$ cat src/rtl/ct_pair_loader_if.sv
// Handshake bundle between the coefficient source, the pair loader and the
// ciphertext consumer. A ciphertext is carried as [1:0][N_COEFF-1:0] words:
// index [0] is polynomial A and index [1] is polynomial B.
interface ct_pair_loader_if #(
  parameter int N_COEFF = 8,
  parameter int COEF_W  = 32
);
  logic                                  in_valid;
  logic                                  in_ready;
  logic [COEF_W-1:0]                     in_coef;
  logic                                  out_valid;
  logic                                  out_ready;
  logic [1:0][N_COEFF-1:0][COEF_W-1:0]   out_ct1;
  logic [1:0][N_COEFF-1:0][COEF_W-1:0]   out_ct2;

  // Loader side.
  modport master (
    input  in_valid, in_coef, out_ready,
    output in_ready, out_valid, out_ct1, out_ct2
  );

  // Source/consumer side.
  modport slave (
    output in_valid, in_coef, out_ready,
    input  in_ready, out_valid, out_ct1, out_ct2
  );
endinterface

$ cat src/rtl/ct_pair_loader.sv
// Two-bank ping-pong loader: assembles a ciphertext pair from a serial
// coefficient stream into one bank while the other bank is presented to the
// ciphertext adder. Beat k of a pair lands in word k of the write bank, so the
// bank layout is {ct2.B, ct2.A, ct1.B, ct1.A} from the top word down.
module ct_pair_loader #(
  parameter int          N_COEFF = 8,
  parameter int          COEF_W  = 32,
  parameter logic [31:0] Q_MOD   = 32'd65537
) (
  input  logic                              clk,
  input  logic                              reset,
  ct_pair_loader_if.master                  bus,
  output logic                              err_range,
  output logic [$clog2(4*N_COEFF)-1:0]      beat_idx
);

  localparam int BEATS = 4 * N_COEFF;
  localparam int IDX_W = $clog2(BEATS);
  localparam int CMP_W = (COEF_W > 32) ? COEF_W : 32;
  localparam logic [IDX_W-1:0] LAST_BEAT = IDX_W'(BEATS - 1);

  // Bank storage, one word per beat.
  logic [1:0][BEATS-1:0][COEF_W-1:0] mem;

  logic       wr_bank;
  logic       rd_bank;
  logic [1:0] full;
  logic [1:0] full_nxt;

  logic in_fire;
  logic out_fire;
  logic last_beat;
  logic coef_oor;

  // The write bank is busy only when it still holds an unconsumed pair,
  // which happens exactly when both banks are full.
  assign bus.in_ready  = !full[wr_bank];
  assign bus.out_valid = full[rd_bank];

  assign in_fire   = bus.in_valid && bus.in_ready;
  assign out_fire  = bus.out_valid && bus.out_ready;
  assign last_beat = (beat_idx == LAST_BEAT);

  // Widen both sides so the range check holds for any COEF_W.
  assign coef_oor = CMP_W'(bus.in_coef) >= CMP_W'(Q_MOD);

  // Output pair straight from the read bank; registered state only, so there
  // is no path from in_* to out_*.
  assign bus.out_ct1 = mem[rd_bank][2*N_COEFF-1:0];
  assign bus.out_ct2 = mem[rd_bank][BEATS-1:2*N_COEFF];

  // Bank occupancy: a completed load marks the write bank full, a consumer
  // handshake frees the read bank. Both can happen in one cycle because they
  // never address the same bank.
  always_comb begin
    // NOTE: combinational blocks use blocking '=' with a default assigned
    // first so every path drives full_nxt and no latch is inferred; clocked
    // blocks use non-blocking '<=' only.
    full_nxt = full;
    if (in_fire && last_beat) full_nxt[wr_bank] = 1'b1;
    if (out_fire)             full_nxt[rd_bank] = 1'b0;
  end

  // State register: bank pointers, occupancy, beat counter, storage and the
  // sticky range flag. Reset wins over any handshake in the same cycle.
  always_ff @(posedge clk) begin
    if (reset) begin
      // NOTE: the banks are cleared on reset because the consumer is allowed
      // to observe out_ct1/out_ct2 as all zeros after reset; storage that is
      // never read before being written would not need this.
      mem       <= '0;
      wr_bank   <= 1'b0;
      rd_bank   <= 1'b0;
      full      <= '0;
      beat_idx  <= '0;
      err_range <= 1'b0;
    end else begin
      full <= full_nxt;

      if (in_fire) begin
        mem[wr_bank][beat_idx] <= bus.in_coef;
        if (coef_oor) err_range <= 1'b1;
        if (last_beat) begin
          wr_bank  <= ~wr_bank;
          beat_idx <= '0;
        end else begin
          beat_idx <= beat_idx + IDX_W'(1);
        end
      end

      // The bank being released keeps its contents.
      if (out_fire) rd_bank <= ~rd_bank;
    end
  end

endmodule

$ cat src/flat_wrapper.sv
// flat-port wrapper written by rule: the top's interface ports become plain ports
module ct_pair_loader_flat 
#(
  parameter int          N_COEFF = 8,
  parameter int          COEF_W  = 32,
  parameter logic [31:0] Q_MOD   = 32'd65537
)
  (clk, reset, err_range, beat_idx, bus_in_valid, bus_in_coef, bus_out_ready, bus_in_ready, bus_out_valid, bus_out_ct1, bus_out_ct2);
  ct_pair_loader_if #(.N_COEFF(N_COEFF), .COEF_W(COEF_W)) bus_i ();
  input  logic clk;
  input  logic reset;
  output logic err_range;
  output logic [$clog2(4*N_COEFF)-1:0] beat_idx;
  input wire logic [$bits(bus_i.in_valid)-1:0] bus_in_valid;
  input wire logic [$bits(bus_i.in_coef)-1:0] bus_in_coef;
  input wire logic [$bits(bus_i.out_ready)-1:0] bus_out_ready;
  output wire logic [$bits(bus_i.in_ready)-1:0] bus_in_ready;
  output wire logic [$bits(bus_i.out_valid)-1:0] bus_out_valid;
  output wire logic [$bits(bus_i.out_ct1)-1:0] bus_out_ct1;
  output wire logic [$bits(bus_i.out_ct2)-1:0] bus_out_ct2;
  assign bus_i.in_valid = bus_in_valid;
  assign bus_i.in_coef = bus_in_coef;
  assign bus_i.out_ready = bus_out_ready;
  assign bus_in_ready = bus_i.in_ready;
  assign bus_out_valid = bus_i.out_valid;
  assign bus_out_ct1 = bus_i.out_ct1;
  assign bus_out_ct2 = bus_i.out_ct2;
  ct_pair_loader #(.N_COEFF(N_COEFF), .COEF_W(COEF_W), .Q_MOD(Q_MOD)) u_core (.clk(clk), .reset(reset), .bus(bus_i), .err_range(err_range), .beat_idx(beat_idx));
endmodule
$ cat config.mk
export PLATFORM = sky130hd
export DESIGN_NAME = ct_pair_loader_flat
export DESIGN_NICKNAME = d
export VERILOG_FILES = /design/src/rtl/ct_pair_loader_if.sv /design/src/rtl/ct_pair_loader.sv /design/src/flat_wrapper.sv
export SDC_FILE = /design/constraint.sdc
export NUM_CORES = 2
export LEC_CHECK = 0
export CAP_MARGIN = 10
export CORE_MARGIN = 1
export CORE_UTILIZATION = 32
export CTS_CLUSTER_DIAMETER = 50
export DETAILED_ROUTE_END_ITERATION = 16
export SYNTH_ARGS = -nofsm -noshare
export SYNTH_HDL_FRONTEND = slang
export SYNTH_SLANG_ARGS = --single-unit
export TNS_END_PERCENT = 10
$ cat constraint.sdc
create_clock -name clk -period 2.29 [get_ports clk]
set_clock_uncertainty 0.15 [all_clocks]
set_input_delay 0.458 -clock clk [delete_from_list [all_inputs] [get_ports clk]]
set_output_delay 0.458 -clock clk [all_outputs]
set_load 0.02 [all_outputs]
[After elaboration in Yosys (flattened, before gate mapping)]
Index checks and enable logic that the tools add are counted.
Word-level totals
  latch bits: 0
  logic and storage cells: 110
  ROM bits: 0
  register bits after elaboration: 2058
  memories kept: 0
  memory bits (writable): 0
Operators by class
  $lt $le $gt $ge: 7
  multiply operators: 0
  shifts and indexed selects: 0
  reduce and logical (&&, ||, !) cells: 9
  equal/unequal tests: 1
  bitwise operators: 5
  divide/modulo/power cells: 0
  multiplexer cells: 18
  add/subtract/negate cells: 1
Operators with widths (number)
  1024-bit 2-to-1 mux: 3
  2048-bit bitwise mux: 1
  1024-bit demux with 1-bit select: 1
  32-bit demux with 5-bit select: 1
  32-bit by 17-bit greater-or-equal comparator with 1-bit output, second input constant: 1
  32-bit 2-to-1 mux: 1
  1-bit logical AND: 6
  5-bit by 6-bit less-than comparator with 1-bit output, second input constant: 1
  1-bit 2-to-1 mux: 6
  5-bit by 1-bit adder with 5-bit output, second input constant: 1
  5-bit == test, second input constant: 1
  5-bit by 1-bit greater-or-equal comparator with 1-bit output, second input constant: 1
  5-bit 2-to-1 mux: 1
  1-bit by 2-bit less-than comparator with 1-bit output, second input constant: 2
  2-bit 2-to-1 mux: 2
  2-bit AND reduction: 2
  2-bit AND: 1
  1-bit demux with 1-bit select: 2
  1-bit greater-or-equal comparator, second input constant: 2
  1-bit NOT: 2
  2-bit NOT: 1
  2-bit OR: 1
  1-bit logical NOT: 1

[Logic depth before layout (Yosys ltp)]
  depth after elaboration: 8
  depth in mapped cells: 8
  gate-level depth less buffers: 6

[Worst setup path after synthesis]
No wires, ideal clock.
  path type: flip-flop to output port
  from: register u_core.rd_bank
  to: output port bus_out_ct1[101]
  cell stages (with the launch flop): 5
  arrival: 1.601 ns
  setup slack: 0.081 ns
  path buffers: 3
  path through: dfxtp_1 -> clkbuf_1 -> clkbuf_1 -> clkbuf_1 -> mux2_2
On the way
  cells in the longest elaborated chain, start to end: 2
RTL lines
  start: declaration: line ct_pair_loader.sv:26  | logic rd_bank;
  start signal: assignment: line ct_pair_loader.sv:92  | if (out_fire) rd_bank <= ~rd_bank;
  1024-bit 2-to-1 mux (not written as such) (2 in series): line ct_pair_loader.sv:49  | assign bus.out_ct1 = mem[rd_bank][2*N_COEFF-1:0];
  end: declaration: line flat_wrapper.sv:19  | output wire logic [$bits(bus_i.out_ct1)-1:0] bus_out_ct1;
No other way between the ends. The select of a mux whose other input is x is not followed.

[Final worst setup path]
  from: register u_core.rd_bank
  to: output port bus_out_ct1[87]
Same word-level chain as after synthesis.

==> impl_metrics.ini <==
[setup_path]
cp-start-kind = register
critPathSlowestCell = clkdlybuf4s50_1
end_kind = primary output
cp_common_cell = buf_12
critPathMaxFanout = 16
cpPeakStageDelay_ns = 0.57
crit_arrival_ns = 2.75
worstPathCellList = buf_12 > buf_4 > buf_12 > mux2_2 > clkdlybuf4s50_1
timing.rr.start = u_core.beat_idx[1]
setup.worst_path.start = u_core.rd_bank
cp_top_family = buffers and inverters
critPathBufInv = 4
required_ns = 1.68
rrSetupSlack_ns = 0.13
crit_type = register to primary output

[worst_hold_path]
hold_path.class = input pin to register
min_from = bus_in_coef[4]

[status]
violations = negative setup slack
status = complete, but fails checks

[floorplanning]
pin_count = 1068
die_area_sq_um = 284000
initial_utilization = 0.322
fp-row-count = 194
dieHeight_microns = 533
core_area_sq_um = 280000
chipWidth_microns = 533

[routing]
wl_per_cell_microns = 25.8
drt_iter0_drc = 11000
drc_errors = 0
viasPerCell = 5.83
vias = 89100
firstDrtPassIters = 6
routed_wirelength_mm = 394
postRouteAntennaNets = 0

[logic_synthesis]
synth_cells = 10800
yosys_warnings = 0
synth.avg_cell_area_sq_um = 8.35
synthMostInstantiatedCell = dfxtp_1
syn-cell-area_sq_um = 90200
yosys.area.top_type_share = 0.457
synthDistinctLibCells = 36
synth_flop_cell = dfxtp_1
synth_common_cells = 2058 x dfxtp_1, 2057 x a21oi_1, 2051 x nand3_1
ys_ff_latch = 2058
synth-edff-count = 0
ys_top_cells_by_area = dfxtp_1 46%, mux2_2 13%, a21oi_1 11%
async_flop_share = 0
synth_fp_nets = 10800
yosysTopAreaCell = dfxtp_1
yosysSeqAreaShare = 0.457

[placed_design]
place.port_buffers = 1067
dp.final_hpwl_mm = 239
place_ws_ns = -0.426
gp_congestion = 0.821

[power_and_ir_drop]
ir_drop_uv = 502
switching_share = 0.250
p_switching_uw = 20800
combPwrFrac = 0.049
power_density_nw_per_um2 = 704
power.clock.fraction = 0.520
intPower_uw = 62400
seq_power_share = 0.432
p_leak_uw = 0.0428

[sta]
tns_ns = -928.25
worst_pin_slew_ns = 0.861
hold_violations = 0
fin_crit_sh = 1.46
max_slew_margin = 0.426
setup_violations = 1031
period_needed_ns = 3.35
fmax_mhz = 298
slew_viol_final = 0
rsz0062_at_grt = true
layout_setup_ws_ns = -1.06

[global_route]
grt_pass1_vias = 81700
groute.usage.overall = 0.261
grt_pass1_wl_mm = 568
grt_remaining_overflow = 0
antenna_found_initial = 16
grt_max_degree = 193

[clocking]
clk_latency_ns = 0.81
cts_max_path_buffers = 4
clk_pin_slew_ns = 0.06
cts_tree = yes
cts.htree.levels = 5
cts_root_buffer = clkbuf_16
cts.sinks = 2058
cts_made_buffers = 272

[final_layout]
seqCellArea_sq_um = 41200
fillCellCount = 27600
nNetsFinal = 11400
fin_util = 0.422
drive_gt1_frac = 0.196
multi_input_area_sq_um = 43200
syn_to_final_growth_pct = 31.0

[job]
maxCapViolations = 0
## layer usage
metal  global-route usage  wire length [microns]  vias up
met5                    0                      0        -
met4                0.142                  22600        0
met3               0.0406                  34100      799
met2                0.386                 171000     4637
met1                0.362                 166000    43800
li1                     -                      -    39800
## through the flow
stage	hold slack [ns]	instance area, sq um	power [uW]	instances
4_1_cts	0.0180	118000	83500	15200
3_3_place_gp	0.307	108000	40700	14800
6_report	0.0842	118000	83200	15300
2_1_floorplan	0.300	90200	38400	10800
3_5_place_dp	0.313	108000	40700	14800
5_1_grt	0.0497	118000	85300	15300
## kinds of logic after synthesis
group,share of synthesized area
AOI/OAI and AO/OA,0.229
adders and majority gates,0.000694
buffers and inverters,0.0670
DFF,0.457
muxes,0.128
and+or+nand+nor,0.119
## layout make-up
type / instances / area share
clock inverter: 128 / 0.0135
timing repair buffer: 1751 / 0.169
sequential: 2058 / 0.349
tap: 3724 / 0.0394
clock buffer: 347 / 0.0628
inverter: 6 / 0.000191
antenna: 14 / 0.000296
multi-input combinational: 7249 / 0.366
## worst min-delay path, stage by stage
cell	delay (ns)
buf_4	0.12
buf_12	0.24
nand3_1	0.14
a21oi_1	0.06
## registers in the layout, indices dropped and copies added, names as in the netlist
| signal | count |
|---|---|
| u_core.mem | 2048 |
| u_core.err_range | 1 |
| u_core.full | 2 |
| u_core.rd_bank | 1 |
| u_core.wr_bank | 1 |
| u_core.beat_idx | 5 |
## cells in the final DEF (no fill, tap or decap), types with 17 or more instances in the layout
cell type,count
a21oi_1,2057
buf_12,310
buf_4,399
buf_6,17
bufinv_16,20
clkbuf_1,43
clkbuf_16,277
clkbuf_8,31
clkdlybuf4s50_1,669
clkinv_2,31
clkinvlp_4,19
dfxtp_1,2057
dlygate4sd2_1,127
dlymetal6s2s_1,171
inv_6,24
mux2_2,1010
nand3_1,2050
o21ai_0,2043
## path summary, 6_finish.rpt
path / depth (start not counted) / to
worst max-delay path: 5 / bus_out_ct1[87]
worst min-delay path: 4 / u_core.mem[1220]
worst max register to register: 6 / u_core.mem[491]
worst min register to register: 2 / u_core.mem[1842]
## power by group through the flow
stage	Clock, uW	Sequential, uW	Combinational [uW]
3_5_place_dp	0	36700	3950
5_1_grt	45300	35900	4090
2_1_floorplan	0	36700	1730
4_1_cts	43600	35900	3970
6_report	43200	35900	4040
3_3_place_gp	0	36700	3960
## what timing repair did
action	in CTS	in global routing
endpoints found under the hold margin	142	0
endpoints found under the setup margin	1031	1031
gates resized for setup	222	264
cloned	0	5
buffers inserted	6	13
hold buffers	13	0
Note: power is estimated with default switching activity, not from simulation.
